$ cat src/rtl/seven_seg_reader_pkg.sv
// Shared definitions for the seven-segment reader: FSM encoding, the
// segment-pattern table shared with the display decoder, and strobe helpers.
package seven_seg_reader_pkg;

  typedef enum logic [1:0] {
    StIdle,
    StTrack,
    StHold
  } state_e;

  localparam int unsigned NumPatterns = 16;

  // Active-low {A..G} pattern for each hex digit, indexed by nibble value.
  localparam logic [6:0] SegPatterns [NumPatterns] = '{
    7'h01, 7'h4F, 7'h12, 7'h06, 7'h4C, 7'h24, 7'h20, 7'h0F,
    7'h00, 7'h04, 7'h08, 7'h60, 7'h31, 7'h42, 7'h30, 7'h38
  };

  function automatic logic strobe_valid(input logic [3:0] an_n);
    return $onehot(~an_n);
  endfunction

  function automatic logic [1:0] strobe_index(input logic [3:0] an_n);
    logic [1:0] idx;
    idx = '0;
    for (int i = 0; i < 4; i++) begin
      if (!an_n[i]) idx = 2'(i);
    end
    return idx;
  endfunction

endpackage

$ cat src/rtl/seg_pattern_lookup.sv
// Combinational reverse lookup: active-low segment pattern to hex nibble,
// flagging patterns that are not one of the sixteen hex glyphs.
module seg_pattern_lookup (
  input  logic [6:0] pattern,
  output logic [3:0] nibble,
  output logic       legal
);
  import seven_seg_reader_pkg::*;

  always_comb begin
    nibble = '0;
    legal  = 1'b0;
    for (int i = 0; i < NumPatterns; i++) begin
      if (pattern == SegPatterns[i]) begin
        nibble = 4'(i);
        legal  = 1'b1;
      end
    end
  end

endmodule

$ cat src/rtl/seven_seg_reader.sv
// Recovers the four hex digits shown on a multiplexed seven-segment display.
// Define SEVEN_SEG_READER_DP_EN to also capture the per-digit decimal point.
module seven_seg_reader #(
  parameter int unsigned STABLE_CYCLES = 4
) (
  input  logic        clk,
  input  logic        reset,
  input  logic [6:0]  seg_n,
  input  logic [3:0]  an_n,
`ifdef SEVEN_SEG_READER_DP_EN
  input  logic        dp_n,
  output logic [3:0]  dp,
`endif
  input  logic        clear,
  output logic [15:0] value,
  output logic [3:0]  digit_valid,
  output logic        frame_valid,
  output logic        pattern_err
);
  import seven_seg_reader_pkg::*;

`ifdef SEVEN_SEG_READER_DP_EN
  localparam int unsigned SegW = 8;
  logic [SegW-1:0] seg_raw;
  assign seg_raw = {dp_n, seg_n};
`else
  localparam int unsigned SegW = 7;
  logic [SegW-1:0] seg_raw;
  assign seg_raw = seg_n;
`endif

  localparam int unsigned SampW = SegW + 4;
  localparam logic [7:0]  StableCnt = 8'(STABLE_CYCLES);

  // Sample layout: {an_n, [dp_n,] seg_n}
  logic [SampW-1:0] sync1_q, sync2_q, prev_q;
  state_e           state_q;
  logic [7:0]       cnt_q;

  logic [3:0]  an_s;
  logic [6:0]  seg_s;
  logic        strobed;
  logic [1:0]  digit;
  logic        same;
  logic [3:0]  lk_nibble;
  logic        lk_legal;
  logic [15:0] value_upd;
  logic [3:0]  valid_upd;

  assign an_s    = sync2_q[SampW-1 -: 4];
  assign seg_s   = sync2_q[6:0];
  assign strobed = strobe_valid(an_s);
  assign digit   = strobe_index(an_s);
  assign same    = (sync2_q == prev_q);

  seg_pattern_lookup u_lookup (
    .pattern (seg_s),
    .nibble  (lk_nibble),
    .legal   (lk_legal)
  );

  always_comb begin
    value_upd = value;
    valid_upd = digit_valid;
    if (lk_legal) value_upd[4*digit +: 4] = lk_nibble;
    valid_upd[digit] = lk_legal;
  end

  always_ff @(posedge clk or posedge reset) begin
    if (reset) begin
      sync1_q     <= '1;
      sync2_q     <= '1;
      prev_q      <= '1;
      state_q     <= StIdle;
      cnt_q       <= '0;
      value       <= '0;
      digit_valid <= '0;
      frame_valid <= 1'b0;
      pattern_err <= 1'b0;
`ifdef SEVEN_SEG_READER_DP_EN
      dp          <= '0;
`endif
    end else begin
      sync1_q     <= {an_n, seg_raw};
      sync2_q     <= sync1_q;
      prev_q      <= sync2_q;
      frame_valid <= 1'b0;
      if (clear) begin
        state_q     <= StIdle;
        cnt_q       <= '0;
        value       <= '0;
        digit_valid <= '0;
        pattern_err <= 1'b0;
`ifdef SEVEN_SEG_READER_DP_EN
        dp          <= '0;
`endif
      end else begin
        unique case (state_q)
          StIdle: begin
            if (strobed) begin
              state_q <= StTrack;
              cnt_q   <= 8'd1;
            end
          end
          StTrack: begin
            if (!strobed) begin
              state_q <= StIdle;
              cnt_q   <= '0;
            end else if (!same) begin
              cnt_q <= 8'd1;
            end else if (cnt_q == StableCnt) begin
              // Window complete: capture the digit and wait for the display to move on.
              state_q <= StHold;
              if (lk_legal) value <= value_upd;
              else          pattern_err <= 1'b1;
              if (valid_upd == 4'hF) begin
                frame_valid <= 1'b1;
                digit_valid <= '0;
              end else begin
                digit_valid <= valid_upd;
              end
`ifdef SEVEN_SEG_READER_DP_EN
              dp[digit] <= ~sync2_q[7];
`endif
            end else begin
              cnt_q <= cnt_q + 8'd1;
            end
          end
          StHold: begin
            if (!same) begin
              if (strobed) begin
                state_q <= StTrack;
                cnt_q   <= 8'd1;
              end else begin
                state_q <= StIdle;
                cnt_q   <= '0;
              end
            end
          end
          default: begin
            state_q <= StIdle;
            cnt_q   <= '0;
          end
        endcase
      end
    end
  end

endmodule

$ cat config.mk
export PLATFORM = sky130hd
export DESIGN_NAME = seven_seg_reader
export DESIGN_NICKNAME = d
export VERILOG_FILES = /design/src/rtl/seven_seg_reader_pkg.sv /design/src/rtl/seg_pattern_lookup.sv /design/src/rtl/seven_seg_reader.sv
export SDC_FILE = /design/constraint.sdc
export NUM_CORES = 1
export LEC_CHECK = 0
export CAP_MARGIN = 20
export CORE_MARGIN = 2
export CORE_UTILIZATION = 57
export CTS_CLUSTER_DIAMETER = 150
export DETAILED_ROUTE_END_ITERATION = 8
export GPL_ROUTABILITY_DRIVEN = 1
export MAX_ROUTING_LAYER = met4
export PLACE_DENSITY = 0.81
export SETUP_SLACK_MARGIN = 0.05
export SYNTH_ARGS = -nofsm -noshare
export SYNTH_HDL_FRONTEND = slang
export SYNTH_SLANG_ARGS = --single-unit
$ cat constraint.sdc
create_clock -name clk -period 7.4 [get_ports clk]
set_input_delay 1.11 -clock clk [delete_from_list [all_inputs] [get_ports clk]]
set_output_delay 1.11 -clock clk [all_outputs]
set_load 0.05 [all_outputs]
After elaboration in Yosys (flattened, before gate mapping)
Cells that the tools add are included.

storage, ports and cells
  bits in registers = 65
  input port bits = 14
  output and inout port bits = 22
  word-level logic and storage cells = 137

cells by class
  add/subtract/negate cells = 5
  magnitude comparators = 2
  equality and inequality tests = 27
  shifts and indexed selects = 2
  mux-type cells = 78
  bitwise logic cells = 1
  reductions and logical operators = 13

operator list
  kind                                                    number
  two-way mux 16 bit                                      6
  two-way mux 4 bit                                       14
  two-way mux 8 bit                                       6
  equality test 7 x 6 -> 1 bit (second input constant)    5
  negation 4 -> 34 bit                                    1
  variable shift 4 x 34 -> 16 bit (first input constant)  1
  variable part select 4 x 34 -> 16 bit                   1
  two-way mux 1 bit                                       33
  equality test 7 bit (second input constant)             4
  case mux 8 bit (3 select lines)                         1
  two-way mux 2 bit                                       10
  bitwise mux 16 bit                                      1
  equality test 7 x 3 -> 1 bit (second input constant)    2
  equality test 7 x 4 -> 1 bit (second input constant)    2
  two-way mux 3 bit                                       4
  equality test 11 bit                                    1
  AND reduction 5 bit                                     2
  nonzero test 2 bit                                      5
  adder 8 x 1 -> 8 bit (second input constant)            1
  equality test 8 x 3 -> 1 bit (second input constant)    1
  inequality test 4 bit (second input constant)           2
  AND reduction 4 bit                                     2
  equality test 7 x 1 -> 1 bit (second input constant)    1
  equality test 7 x 5 -> 1 bit (second input constant)    1
  other kinds (19)                                        21

Longest topological paths before layout
  depth in word-level cells = 25
  depth in mapped cells = 10
  mapped depth without buffers = 10

Modules after synthesis
Synthesis repeated with hierarchy kept, for this count alone.

second synthesis, totals
  cell total of the unflattened synthesis = 305
  area, all modules = 3240.6 um^2

by module, submodules not included
  module              instances  cells an instance  area each (um^2)  sequential area each (um^2)
  seven_seg_reader    1          252                2827.7            1667.8
  seg_pattern_lookup  1          53                 412.9             0.0

Worst setup path after synthesis
No wires, ideal clock.

  kind = reg-to-reg
  start = reg sync2_q[8]
  end = reg value[12]
  setup time = 132 ps
  arrival = 3335 ps
  data required time = 7268 ps
  path slack = 3933 ps
  cell stages (with the launch flop) = 11
  path buffers = 0
  clock period less this slack = 3467 ps
  path through = dfstp_2 > fa_1 > inv_1 > ha_1 > ha_1 > nor3b_1 > nand4_1 > or4_4 > a311oi_4 > mux2i_1 > nor2_1

between the ends
  longest elaborated chain between the ends = 12
  elaborated cells between the ends (all ways) = 21
  classes of those cells = 3 x add/sub; 2 x eq/ne; 2 x shift; 10 x mux; 1 x bitwise; 3 x reduce/logical

RTL lines
  what                                                                                      RTL line                    text
  start: declaration                                                                        seven_seg_reader.sv:36      logic [SampW-1:0] sync1_q, sync2_q, prev_q;
  start signal: assignment                                                                  seven_seg_reader.sv:85      sync2_q <= sync1_q;
  two-way mux 1 bit                                                                         seven_seg_reader_pkg.sv:27  if (!an_n[i]) idx = 2'(i);
  two-way mux 2 bit (2 in a row)                                                            seven_seg_reader_pkg.sv:27
  negation 4 -> 34 bit                                                                      seven_seg_reader.sv:65      if (lk_legal) value_upd[4*digit +: 4] = lk_nibble;
  variable part select 4 x 34 -> 16 bit or variable shift 4 x 34 -> 16 bit (tied branches)  seven_seg_reader.sv:65
  bitwise mux 16 bit                                                                        seven_seg_reader.sv:65
  two-way mux 16 bit                                                                        seven_seg_reader.sv:114     if (lk_legal) value <= value_upd;
  two-way mux 16 bit                                                                        seven_seg_reader.sv:111     end else if (cnt_q == StableCnt) begin
  two-way mux 16 bit                                                                        seven_seg_reader.sv:109     end else if (!same) begin
  two-way mux 16 bit                                                                        seven_seg_reader.sv:106     if (!strobed) begin
  two-way mux 16 bit                                                                        seven_seg_reader.sv:98      unique case (state_q)
  two-way mux 16 bit                                                                        seven_seg_reader.sv:88      if (clear) begin
  end signal: assignment                                                                    seven_seg_reader.sv:114
  end: declaration                                                                          seven_seg_reader.sv:15      output logic [15:0] value,

Parallel ways exist; a longest one is shown, timed or not. The select of a mux whose other input is x is not followed.
A chain may end at the register's enable or synchronous reset.

Final worst setup path
  start = reg sync2_q[10]
  end = reg value[2]

between the ends
  longest elaborated chain between the ends = 10
  elaborated cells between the ends (all ways) = 19
  classes of those cells = 3 x add/sub; 2 x eq/ne; 2 x shift; 8 x mux; 1 x bitwise; 3 x reduce/logical

RTL lines
  what                                                                                      RTL line
  two-way mux 2 bit                                                                         seven_seg_reader_pkg.sv:27
  negation 4 -> 34 bit                                                                      seven_seg_reader.sv:65
  variable part select 4 x 34 -> 16 bit or variable shift 4 x 34 -> 16 bit (tied branches)  seven_seg_reader.sv:65
  bitwise mux 16 bit                                                                        seven_seg_reader.sv:65
  two-way mux 16 bit                                                                        seven_seg_reader.sv:114
  two-way mux 16 bit                                                                        seven_seg_reader.sv:111
  two-way mux 16 bit                                                                        seven_seg_reader.sv:109
  two-way mux 16 bit                                                                        seven_seg_reader.sv:106
  two-way mux 16 bit                                                                        seven_seg_reader.sv:98
  two-way mux 16 bit                                                                        seven_seg_reader.sv:88

Parallel ways exist; a longest one is shown, timed or not. The select of a mux whose other input is x is not followed.

==> results.yml <==
yosys:
  synthArstFlopShare_pct: 100
  syn_inst: 293
  synthFlopType: "dfstp_2"
  netlist.top_cell.by_area: "dfstp_2"
  syn_avg_cell_area_um2: 10.7
  synth_edf_count: 0
  synth_nets: 312
  synth_top_area_share_pct: 27.7
  ys_types: 52
  ys_seq_area_share_pct: 53.3
  synth_area_leaders: "dfstp_2 28%, dfrtp_1 26%, mux2i_1 5.4%, nor2_1 3.2%, o21ai_0 2.6%"
  ys_seq_elements: 65
  yosys_warnings: 0
  netlist_area_um2: 3130
cells_and_area:
  layout_common_cells: "35 x clkdlybuf4s50_1, 33 x dfstp_2, 32 x dfrtp_1"
  diodes: 0
  layout-drive-gt1-share_pct: 16.8
  final_nets: 347
  utilization_pct: 71.5
  layout_commonest_cell: "clkdlybuf4s50_1"
  area_delta_synth_final_pct: 18.8
global_route:
  grt_pass1_vias: 2262
  grt_max_degree: 66
  use_met1_pct: 34.0
  grt_overflow_total: 0
  met3_usage_pct: 6.21
  grt_pass1_wl_mm: 11.3
  grt-busiest-layer: "met2"
  grt_use_met2_pct: 35.3
  antenna_found_initial: 0
  grt_util_all_layers_pct: 24.4
clock_network:
  clk_latency_ns: 0.35
  clockBufferDepth: 2
  cts_sinks: 65
  cts_tree: "yes"
  clk_pin_slew_ns: 0.07
  root_buffer: "clkbuf_8"
  htree_levels: 3
  postCtsSetupRepairBufs: 0
  numCtsBuffers: 9
  cts_resized: 0
  holdBufCountCts: 0
floorplanning:
  start_util_pct: 60.2
  io_pins: 36
  fp.dieArea_um2: 6100
  die_height_um: 78.1
  fp-row-count: 26
  fp.dieW_um: 78.1
  core_area_um2: 5200
critical_path:
  worstPathMaxFanout: 10
  worst-setup-path-type: "flop to flop"
  r2r_slack_ns: 3.38
  r2r_cells: 10
  end_kind: "flop"
  worstPathRequired_ns: 7.60
  r2r-start: "sync2_q[10]"
  reg2reg_to: "value[2]"
  cp.arrival_ns: 4.22
  crit_path_start_kind: "flop"
drt:
  drc: 0
  dr.pass1.iters: 5
  vias_per_cell: 5.92
  dr.first_iter.drc_count: 217
  drt-total-wl_mm: 6.36
  ant_nets: 0
  wl_per_cell_um: 15.8
  num_vias: 2385
sta:
  final-setup-viol-count: 0
  slew_viol_final: 0
  fmax_ghz: 0.249
  rsz0062_at_grt: "no"
  slew_headroom_pct: 39.1
  period_needed_ns: 4.02
  setup_slack_ns: 3.38
  skew_ns: 0.0154
  setup_tns_ns: 0
  worst_pin_slew_ns: 0.910
  hold_viol_final: 0
  period_share_pct: 54.3
  whs_ns: 0.356
min_path:
  whs_endpoint: "sync2_q[9]"
  hp-class: "flop to flop"
  min_from: "sync1_q[9]"
  hold-path-cell-count: 0
placed_design:
  port_buffers: 35
  gp_congestion: 0.864
  detailed_place_hpwl_mm: 4.33
  pre_cts_ws_ns: 3.48
power_and_ir_drop:
  powerDensity_nw_per_um2: 198
  power_leakage_nw: 1.61
  ir_drop_mv: 0.164
job:
  cap_violations: 0
status:
  outcome: "completed"
## flip-flops by register name, summed over array words and instances (netlist names)
register / cells
pattern_err: 1
value: 16
cnt_q: 8
prev_q: 11
digit_valid: 4
sync2_q: 11
frame_valid: 1
sync1_q: 11
state_q: 2
## how the worst max path moves through the flow
stage / cells past startpoint / start / slack [ns] / to
floorplan: 10 / sync2_q[8] / 3.93 / value[12]
global placement: 10 / sync2_q[10] / 3.62 / value[15]
detailed placement: 10 / sync2_q[10] / 3.48 / value[5]
CTS: 10 / sync2_q[10] / 3.44 / value[7]
global route: 10 / sync2_q[10] / 3.11 / value[2]
finish: 10 / sync2_q[10] / 3.38 / value[2]
## Yosys cell counts (5+ instances only)
cell type / count
inv_1: 14
nor4_1: 6
mux2i_1: 17
xor2_1: 9
nand2_1: 18
nor2b_1: 7
nand3_1: 14
nand4_1: 5
nor3b_1: 7
nor2_1: 27
dfrtp_1: 32
clkbuf_1: 9
o21ai_0: 16
nor3_1: 5
dfstp_2: 33
o31ai_1: 8
and3_1: 6
## per-layer routing
| layer | share of wire, % | up-vias | routed length [um] |
|---|---|---|---|
| li1 | - | 1134 | - |
| met1 | 46 | 1159 | 2940 |
| met2 | 47 | 84 | 2960 |
| met3 | 5.9 | 8 | 374 |
| met4 | 1.2 | 0 | 79 |
| met5 | 0 | - | 0 |
## report_power, final
part	internal [mW]	total (mW)	switching [mW]	leakage, nW
clock	0.152	0.293	0.142	0.101
combinational	0.0227	0.0543	0.0315	0.717
sequential	0.374	0.389	0.0153	0.793
total	0.548	0.737	0.189	1.61
## logic make-up (layout without fill, tap and decap cells)
group	count (synthesis)	after routing	share of synthesized area [%]
flip-flops	65	65	53.3
XOR/XNOR	13	13	3.64
buffers and inverters	26	66	3.44
AO/OA/AOI/OAI	56	56	13.0
adder cells (fa/ha/maj)	5	5	2.24
AND/OR/NAND/NOR	111	111	19.0
multiplexers	17	17	5.43
## final cells by class
type / instances / area (um2)
flip-flops and latches: 65 / 1670
fillers: 384 / 1480
multi-input cells: 202 / 1360
repair buffers: 36 / 358
clock buffers: 11 / 163
well taps: 70 / 87.6
inverters: 14 / 52.6
clock inverters: 5 / 36.3
## metrics by stage
stage	total power, mW	std cells	area [um2]
after floorplan	0.429	293	3130
after global placement	0.446	387	3520
after detailed placement	0.448	387	3520
after CTS	0.740	403	3720
after global routing	0.767	403	3720
final	0.737	403	3720
## critical path: stages, from the launching register on
cell,delay (ns)
dfstp_2,0.64
fa_1,0.45
inv_1,0.07
ha_1,0.14
ha_1,0.22
nor3b_1,0.58
nand4_1,0.30
nor4_1,0.74
o311ai_1,0.42
mux2i_1,0.26
nor2_1,0.05
(Power assumes the default switching activity.)
